[src/rtl/ram_dp_clr.sv]
// Simple dual-port RAM with a hardware clear engine, selectable read-during-write
// behaviour and an optional second output register stage.
`timescale 1ns/1ps

module ram_dp_clr #(
    parameter int                DATA_W   = 8,
    parameter int                ADDR_W   = 6,
    parameter int                RDW_MODE = 0,
    parameter logic [DATA_W-1:0] CLR_VAL  = '0,
    parameter int                OUT_REG  = 0
) (
    input  logic              clk,
    input  logic              rst_n,
    input  logic              clr,
    output logic              busy,
    input  logic              we,
    input  logic [ADDR_W-1:0] waddr,
    input  logic [DATA_W-1:0] wdata,
    input  logic              re,
    input  logic [ADDR_W-1:0] raddr,
    output logic [DATA_W-1:0] rdata,
    output logic              rvalid
);

    localparam int                DEPTH    = 2 ** ADDR_W;
    localparam logic [ADDR_W-1:0] LAST_ADR = ADDR_W'(DEPTH - 1);

    typedef enum logic {
        CLEAR = 1'b0,
        READY = 1'b1
    } state_e;

    state_e              state_q, state_d;
    logic [ADDR_W-1:0]   clr_cnt_q, clr_cnt_d;

    logic                mem_we;
    logic [ADDR_W-1:0]   mem_waddr;
    logic [DATA_W-1:0]   mem_wdata;
    logic                rd_go;
    logic                rd_bypass;
    logic [DATA_W-1:0]   rd_data_d;

    logic [DATA_W-1:0]   mem_q [DEPTH];
    logic [DATA_W-1:0]   s1_data_q;
    logic                s1_valid_q;

    always_ff @(posedge clk or negedge rst_n) begin
        if (!rst_n) begin
            state_q   <= CLEAR;
            clr_cnt_q <= '0;
        end else begin
            // NOTE: sequential state uses non-blocking assignments so every register samples pre-edge values.
            state_q   <= state_d;
            clr_cnt_q <= clr_cnt_d;
        end
    end

    always_comb begin
        // NOTE: defaults first so no path leaves a combinational output unassigned (no latches).
        state_d   = state_q;
        clr_cnt_d = clr_cnt_q;
        unique case (state_q)
            CLEAR: begin
                clr_cnt_d = clr_cnt_q + 1'b1;
                if (clr_cnt_q == LAST_ADR) begin
                    state_d = READY;
                end
            end
            READY: begin
                if (clr) begin
                    state_d   = CLEAR;
                    clr_cnt_d = '0;
                end
            end
            default: state_d = CLEAR;
        endcase
    end

    // While clearing, the engine owns the write port and all requests are dropped.
    always_comb begin
        busy      = (state_q == CLEAR);
        rd_go     = 1'b0;
        mem_we    = 1'b1;
        mem_waddr = clr_cnt_q;
        mem_wdata = CLR_VAL;
        if (state_q == READY) begin
            rd_go     = re;
            mem_we    = we;
            mem_waddr = waddr;
            mem_wdata = wdata;
        end
    end

    // NOTE: the array has no reset; its contents are initialised by the clear engine instead.
    always_ff @(posedge clk) begin
        if (mem_we) begin
            mem_q[mem_waddr] <= mem_wdata;
        end
    end

    assign rd_bypass = (RDW_MODE != 0) && we && (waddr == raddr);
    assign rd_data_d = rd_bypass ? wdata : mem_q[raddr];

    always_ff @(posedge clk or negedge rst_n) begin
        if (!rst_n) begin
            s1_data_q  <= '0;
            s1_valid_q <= 1'b0;
        end else begin
            s1_valid_q <= rd_go;
            if (rd_go) begin
                s1_data_q <= rd_data_d;
            end
        end
    end

    generate
        if (OUT_REG != 0) begin : g_out_reg
            logic [DATA_W-1:0] s2_data_q;
            logic              s2_valid_q;

            // The second stage keeps draining during a clear so in-flight reads complete.
            always_ff @(posedge clk or negedge rst_n) begin
                if (!rst_n) begin
                    s2_data_q  <= '0;
                    s2_valid_q <= 1'b0;
                end else begin
                    s2_valid_q <= s1_valid_q;
                    if (s1_valid_q) begin
                        s2_data_q <= s1_data_q;
                    end
                end
            end

            assign rdata  = s2_data_q;
            assign rvalid = s2_valid_q;
        end else begin : g_no_out_reg
            assign rdata  = s1_data_q;
            assign rvalid = s1_valid_q;
        end
    endgenerate

endmodule
[config.mk]
export PLATFORM = sky130hd
export DESIGN_NAME = ram_dp_clr
export DESIGN_NICKNAME = d
export VERILOG_FILES = /design/src/rtl/ram_dp_clr.sv
export SDC_FILE = /design/constraint.sdc
export NUM_CORES = 1
export LEC_CHECK = 0
export ABC_AREA = 1
export BUFFER_PORTS_ARGS = -buffer_cell sky130_fd_sc_hd__buf_4
export CAP_MARGIN = 20
export CORE_UTILIZATION = 45
export DETAILED_ROUTE_END_ITERATION = 7
export GPL_ROUTABILITY_DRIVEN = 0
export SYNTH_ARGS = -nofsm -noshare
export SYNTH_HDL_FRONTEND = slang
export SYNTH_SLANG_ARGS = --single-unit
export TNS_END_PERCENT = 100
[constraint.sdc]
create_clock -name clk -period 5.5 [get_ports clk]
set_input_delay 0.825 -clock clk [delete_from_list [all_inputs] [get_ports clk]]
set_output_delay 0.825 -clock clk [all_outputs]
set_load 0.02 [all_outputs]
After elaboration in Yosys (flattened, before gate mapping) --
Memory sizes are Yosys's and may differ from the RTL's. A register that Yosys moved wholly into a read port is not among the register bits. Index checks and enable logic that the tools add are counted.
Cells by class: add/subtract/negate cells 1, mux-type cells 11, bitwise logic cells 1, reduce and logical (&&, ||, !) cells 1, equality and inequality tests 2
Operator list (count):
- 6-bit 2-to-1 mux | 2
- 6-bit one-hot mux with 2 select lines | 1
- 8-bit 2-to-1 mux | 1
- 6-bit by 1-bit adder with 6-bit output, second input constant | 1
- 6-bit == test, second input constant | 1
- 1-bit 2-to-1 mux | 6
- 2-bit inequality test, second input constant | 1
- 1-bit one-hot mux with 2 select lines | 1
- 1-bit logical NOT | 1
- 1-bit inverter | 1
Word-level totals: input port bits 25, memories kept 1, memory bits (writable) 512, output and inout port bits 10, logic and storage cells 20, bits in registers 8
Memory list:
- mem_q | words 64, width 8, read ports 1, clocked after memory_dff 1, wr ports 1, line 43 | logic [DATA_W-1:0] mem_q [DEPTH];

Depth between registers and ports, before layout --
depth in word-level cells 3, depth in mapped cells 14

Least setup slack after synthesis --
No wires, ideal clock.
path type input-to-reg, start point input port waddr[5], end point memory mem_q[53][0], enable pin, arrival time 2252 ps, cell stages on the path 6, setup slack 2854 ps, required time 5105 ps, cells stage by stage nand2_1 -> o21a_1 -> or2_1 -> inv_2 -> nand3_4 -> nor4_1
Between the ends: word-level cells in the longest chain between the ends 1
RTL lines:
- start: declaration | line 17 | input logic [ADDR_W-1:0] waddr,
- 6-bit 2-to-1 mux | line 86 | if (state_q == READY) begin
- end: declaration | line 43
No other way between the ends.

Final worst setup path --
start point register state_q, end point memory mem_q[3][4], enable pin
Between the ends: word-level cells in the longest chain between the ends 3
RTL lines:
- start: declaration | line 33 | state_e state_q, state_d;
- start signal: assignment | line 53 | state_q <= state_d;
- 1-bit 2-to-1 mux | line 86
- 1-bit 2-to-1 mux | line 96 | if (mem_we) begin
- 1-bit 2-to-1 mux (not written as such) | line 97 | mem_q[mem_waddr] <= mem_wdata;
Parallel ways exist; a longest one is shown, timed or not.

==> run_summary.xml <==
<?xml version="1.0" encoding="UTF-8"?>
<metrics>
  <group name="layout">
    <metric name="area.growth.synth_to_final" unit="%">10.5</metric>
    <metric name="final_layout_size_suffix_gt1_share" unit="%">8.30</metric>
    <metric name="finish.cell_count_without_fillers" unit="">2531</metric>
    <metric name="number_of_nets_in_the_layout" unit="">1900</metric>
    <metric name="finish.instance_area" unit="sq um">24100</metric>
    <metric name="final_core_utilization" unit="%">50.4</metric>
    <metric name="n_fill_cell" unit="">4188</metric>
  </group>
  <group name="placed_design">
    <metric name="dpl.cell_count" unit="">2430</metric>
    <metric name="place.detailed.hpwl" unit="microns">29700</metric>
    <metric name="io_buffer_count" unit="">34</metric>
    <metric name="post-place-ws" unit="ps">1870</metric>
    <metric name="dpl_cell_area" unit="sq um">22400</metric>
  </group>
  <group name="logic_synthesis">
    <metric name="synth_most_common_cell" unit="">sky130_fd_sc_hd__nand2_1</metric>
    <metric name="synth_commonest_cells" unit="">sky130_fd_sc_hd__nand2_1 (631), sky130_fd_sc_hd__edfxtp_1 (512), sky130_fd_sc_hd__nand3_1 (467), sky130_fd_sc_hd__buf_2 (60), sky130_fd_sc_hd__nor2_1 (60)</metric>
    <metric name="netlist_instances" unit="">1873</metric>
    <metric name="avgSynthCellArea" unit="sq um">11.6</metric>
    <metric name="yosysSeqAreaShare" unit="%">72.4</metric>
    <metric name="synthAdderAreaFrac" unit="%">0.0574</metric>
    <metric name="ys.flop_type" unit="">sky130_fd_sc_hd__edfxtp_1</metric>
    <metric name="yosys_warnings" unit="">0</metric>
    <metric name="synth_xor_area_share" unit="%">0.0402</metric>
    <metric name="async_flop_share" unit="%">3.03</metric>
    <metric name="number_of_synthesized_flops_with_an_enable_pin" unit="">512</metric>
    <metric name="synth-seq-cells" unit="">528</metric>
    <metric name="synthesis.nets" unit="">1899</metric>
    <metric name="synth_compound_area_share" unit="%">0.385</metric>
    <metric name="yosys.area_share.simple" unit="%">23.7</metric>
    <metric name="yosysTopAreaCellShare" unit="%">70.5</metric>
    <metric name="area_of_the_mapped_netlist" unit="sq um">21800</metric>
    <metric name="post_synth_main_area_contributors" unit="">sky130_fd_sc_hd__edfxtp_1 (71%), sky130_fd_sc_hd__nand2_1 (11%), sky130_fd_sc_hd__nand3_1 (11%)</metric>
    <metric name="synth_top_family_by_area" unit="">simple AND/OR/NAND/NOR gates</metric>
    <metric name="synthDominantAreaCellType" unit="">sky130_fd_sc_hd__edfxtp_1</metric>
    <metric name="count_of_distinct_cell_types_in_the_synthesized_netlist" unit="">34</metric>
    <metric name="share_of_cell_area_taken_by_muxes_after_synthesis" unit="%">0.0517</metric>
  </group>
  <group name="global_routing">
    <metric name="number_of_global_route_vias_before_repair" unit="">13600</metric>
    <metric name="grtUsageTotal" unit="%">22.0</metric>
    <metric name="number_of_antenna_violations_at_the_first_check_in_global_routing" unit="">0</metric>
    <metric name="maximum_number_of_pins_on_one_net_before_global_route_repair" unit="">110</metric>
    <metric name="remaining_global_route_overflow" unit="">0</metric>
    <metric name="grt_pass1_wl" unit="microns">81700</metric>
  </group>
  <group name="power">
    <metric name="power_switching" unit="mW">2.71</metric>
    <metric name="design_power_total" unit="mW">9.93</metric>
    <metric name="p_per_cell_area" unit="nW/um^2">412</metric>
    <metric name="seq_pwr_share" unit="%">50.3</metric>
    <metric name="power.switching_fraction" unit="%">27.3</metric>
    <metric name="clockPowerShare" unit="%">35.3</metric>
    <metric name="p_int" unit="mW">7.21</metric>
    <metric name="share_comb_of_total_power" unit="%">14.4</metric>
    <metric name="vdd_drop_max" unit="mV">0.319</metric>
    <metric name="power.leakage" unit="nW">8.78</metric>
  </group>
  <group name="route">
    <metric name="detail_route.vias_per_cell" unit="">5.53</metric>
    <metric name="dr_total_vias" unit="">14000</metric>
    <metric name="routed_wirelength" unit="microns">53400</metric>
    <metric name="wl_met1" unit="microns">22800</metric>
    <metric name="avgRoutedWirePerCell" unit="microns">21.1</metric>
    <metric name="met2_length" unit="microns">25400</metric>
    <metric name="dr.first_iter.drc_count" unit="">1253</metric>
    <metric name="detailed_router_iteration_count_before_antenna_repair" unit="">5</metric>
    <metric name="routed.top_layer" unit="">met4</metric>
    <metric name="post-route-drc-count" unit="">0</metric>
    <metric name="drtAntennaViolNets" unit="">0</metric>
    <metric name="routed-wl-met3" unit="microns">3520</metric>
  </group>
  <group name="cts">
    <metric name="cts.root.buffer_cell" unit="">sky130_fd_sc_hd__clkbuf_16</metric>
    <metric name="worst_skew_pair.late_latency" unit="ps">600</metric>
    <metric name="clk_path_buf_depth" unit="">3</metric>
    <metric name="cts.sink_count" unit="">528</metric>
    <metric name="tritoncts" unit="">yes</metric>
    <metric name="cts-buffers-inserted" unit="">55</metric>
    <metric name="clkSlewWorstSetupHoldPaths" unit="ps">60</metric>
    <metric name="clock_tree.htree_level_count" unit="">2</metric>
    <metric name="post-cts-setup-buffers" unit="">0</metric>
    <metric name="postCtsHoldBufs" unit="">0</metric>
    <metric name="cts_resized" unit="">0</metric>
  </group>
  <group name="sta">
    <metric name="slew-limit-headroom" unit="%">25.9</metric>
    <metric name="worst_clock_skew" unit="ps">8.94</metric>
    <metric name="final.min_clock_period" unit="ps">3640</metric>
    <metric name="worst_hold_slack" unit="ps">82.0</metric>
    <metric name="period_share" unit="%">66.3</metric>
    <metric name="fmaxAchievable" unit="GHz">0.274</metric>
    <metric name="report.final.slew_viol_count" unit="">0</metric>
    <metric name="tns" unit="ps">0</metric>
    <metric name="setup_viol_count_final" unit="">0</metric>
    <metric name="grt_setup_unrepaired" unit="">false</metric>
    <metric name="number_of_hold_violations_in_the_final_report" unit="">0</metric>
    <metric name="final_critical_path_setup_slack" unit="ps">1860</metric>
    <metric name="timing_worst_slew_pin_value" unit="ps">1100</metric>
  </group>
  <group name="run_status">
    <metric name="run_status" unit="">completed</metric>
  </group>
  <group name="critical_path">
    <metric name="critical_path_class" unit="">reg2reg</metric>
    <metric name="arrival_time_at_the_worst_endpoint" unit="ps">3870</metric>
    <metric name="end_kind" unit="">flop</metric>
    <metric name="cp_data_required_time" unit="ps">5720</metric>
    <metric name="maximum_fanout_count_along_the_critical_path" unit="">19</metric>
    <metric name="cp-start-kind" unit="">flop</metric>
  </group>
  <group name="floorplanning">
    <metric name="rows" unit="">80</metric>
    <metric name="die-height" unit="microns">222</metric>
    <metric name="floorplan.initialDensity" unit="%">45.7</metric>
    <metric name="die_area" unit="sq um">49300</metric>
    <metric name="ios" unit="">35</metric>
    <metric name="core_area" unit="sq um">47700</metric>
    <metric name="die_width" unit="microns">222</metric>
  </group>
  <group name="worst_hold_path">
    <metric name="worst_min_delay_path_class" unit="">in2async</metric>
  </group>
  <group name="flow_run">
    <metric name="reported_max_cap_violation_count" unit="">0</metric>
  </group>
</metrics>
==> final timing paths <==
kind	startpoint	end	slack, ps	depth (start not counted)
setup reg to reg	state_q	mem_q[3][4]	1860	4
hold / removal	rst_n	rvalid	80	1
setup / recovery	state_q	mem_q[3][4]	1860	4
max in group asynchronous	rst_n	clr_cnt_q[2]	5230	1
min in group clk	rdata[3]	rdata[3]	490	2
hold reg to reg	rdata[3]	rdata[3]	490	2
==> worst max-delay path, stage by stage, from the launching register on <==
cell and delay, ps:
sky130_fd_sc_hd__dfrtp_1 600, sky130_fd_sc_hd__inv_2 300, sky130_fd_sc_hd__or2_0 590, sky130_fd_sc_hd__nand4_1 870, sky130_fd_sc_hd__nor2_1 910
==> placed cells by master, fill, tap and decap left out, drive strengths merged, types with 2 or more instances in the layout <==
| master | n |
|---|---|
| nand4 | 7 |
| nand2 | 634 |
| nor3 | 2 |
| dfrtp | 16 |
| edfxtp | 512 |
| inv | 29 |
| nand3 | 472 |
| or2 | 5 |
| clkbuf | 73 |
| o21ai | 7 |
| nor2 | 61 |
| nor4 | 6 |
| buf | 57 |
| clkinv | 21 |
| bufinv | 3 |
| o21a | 2 |
| clkinvlp | 2 |
==> final cells by class <==
class,count,area [sq um],share of cell area [%]
Antenna cell,1,2.50,0.0104
Clock buffer,73,1490,6.17
Clock inverter,25,188,0.779
Inverter,30,123,0.509
Multi-Input combinational cell,1202,5280,21.9
Sequential cell,528,15800,65.5
Tap cell,615,769,3.19
Timing Repair Buffer,57,464,1.93
==> registers in the layout (all words and copies together) (netlist names) <==
| register | count |
|---|---|
| clr_cnt_q | 6 |
| mem_q | 512 |
| rdata | 8 |
| rvalid | 1 |
| state_q | 1 |
==> metal layers <==
layer / vias up / track usage (%)
met2: 444 / 35.6
met1: 6858 / 29.9
li1: 6584 / -
met4: 0 / 8.24
met5: - / 0
met3: 106 / 3.62
==> power by group through the flow <==
stage          Sequential (mW)  Combinational (mW)  Clock, mW
6_report                  4.99                1.43       3.50
5_1_grt                   5.02                1.56       3.71
4_1_cts                   5.00                1.43       3.56
3_5_place_dp              5.08                1.43          0
3_3_place_gp              5.07                1.41          0
2_1_floorplan             5.07               0.865          0
==> kinds of logic after synthesis <==
logic type / count (synthesis)
compound gates: 11
xor+xnor: 1
fa+ha+maj: 1
buf+inv: 143
flops: 528
mux: 1
simple gates: 1188
No activity file was read; power rests on OpenSTA's default activity.
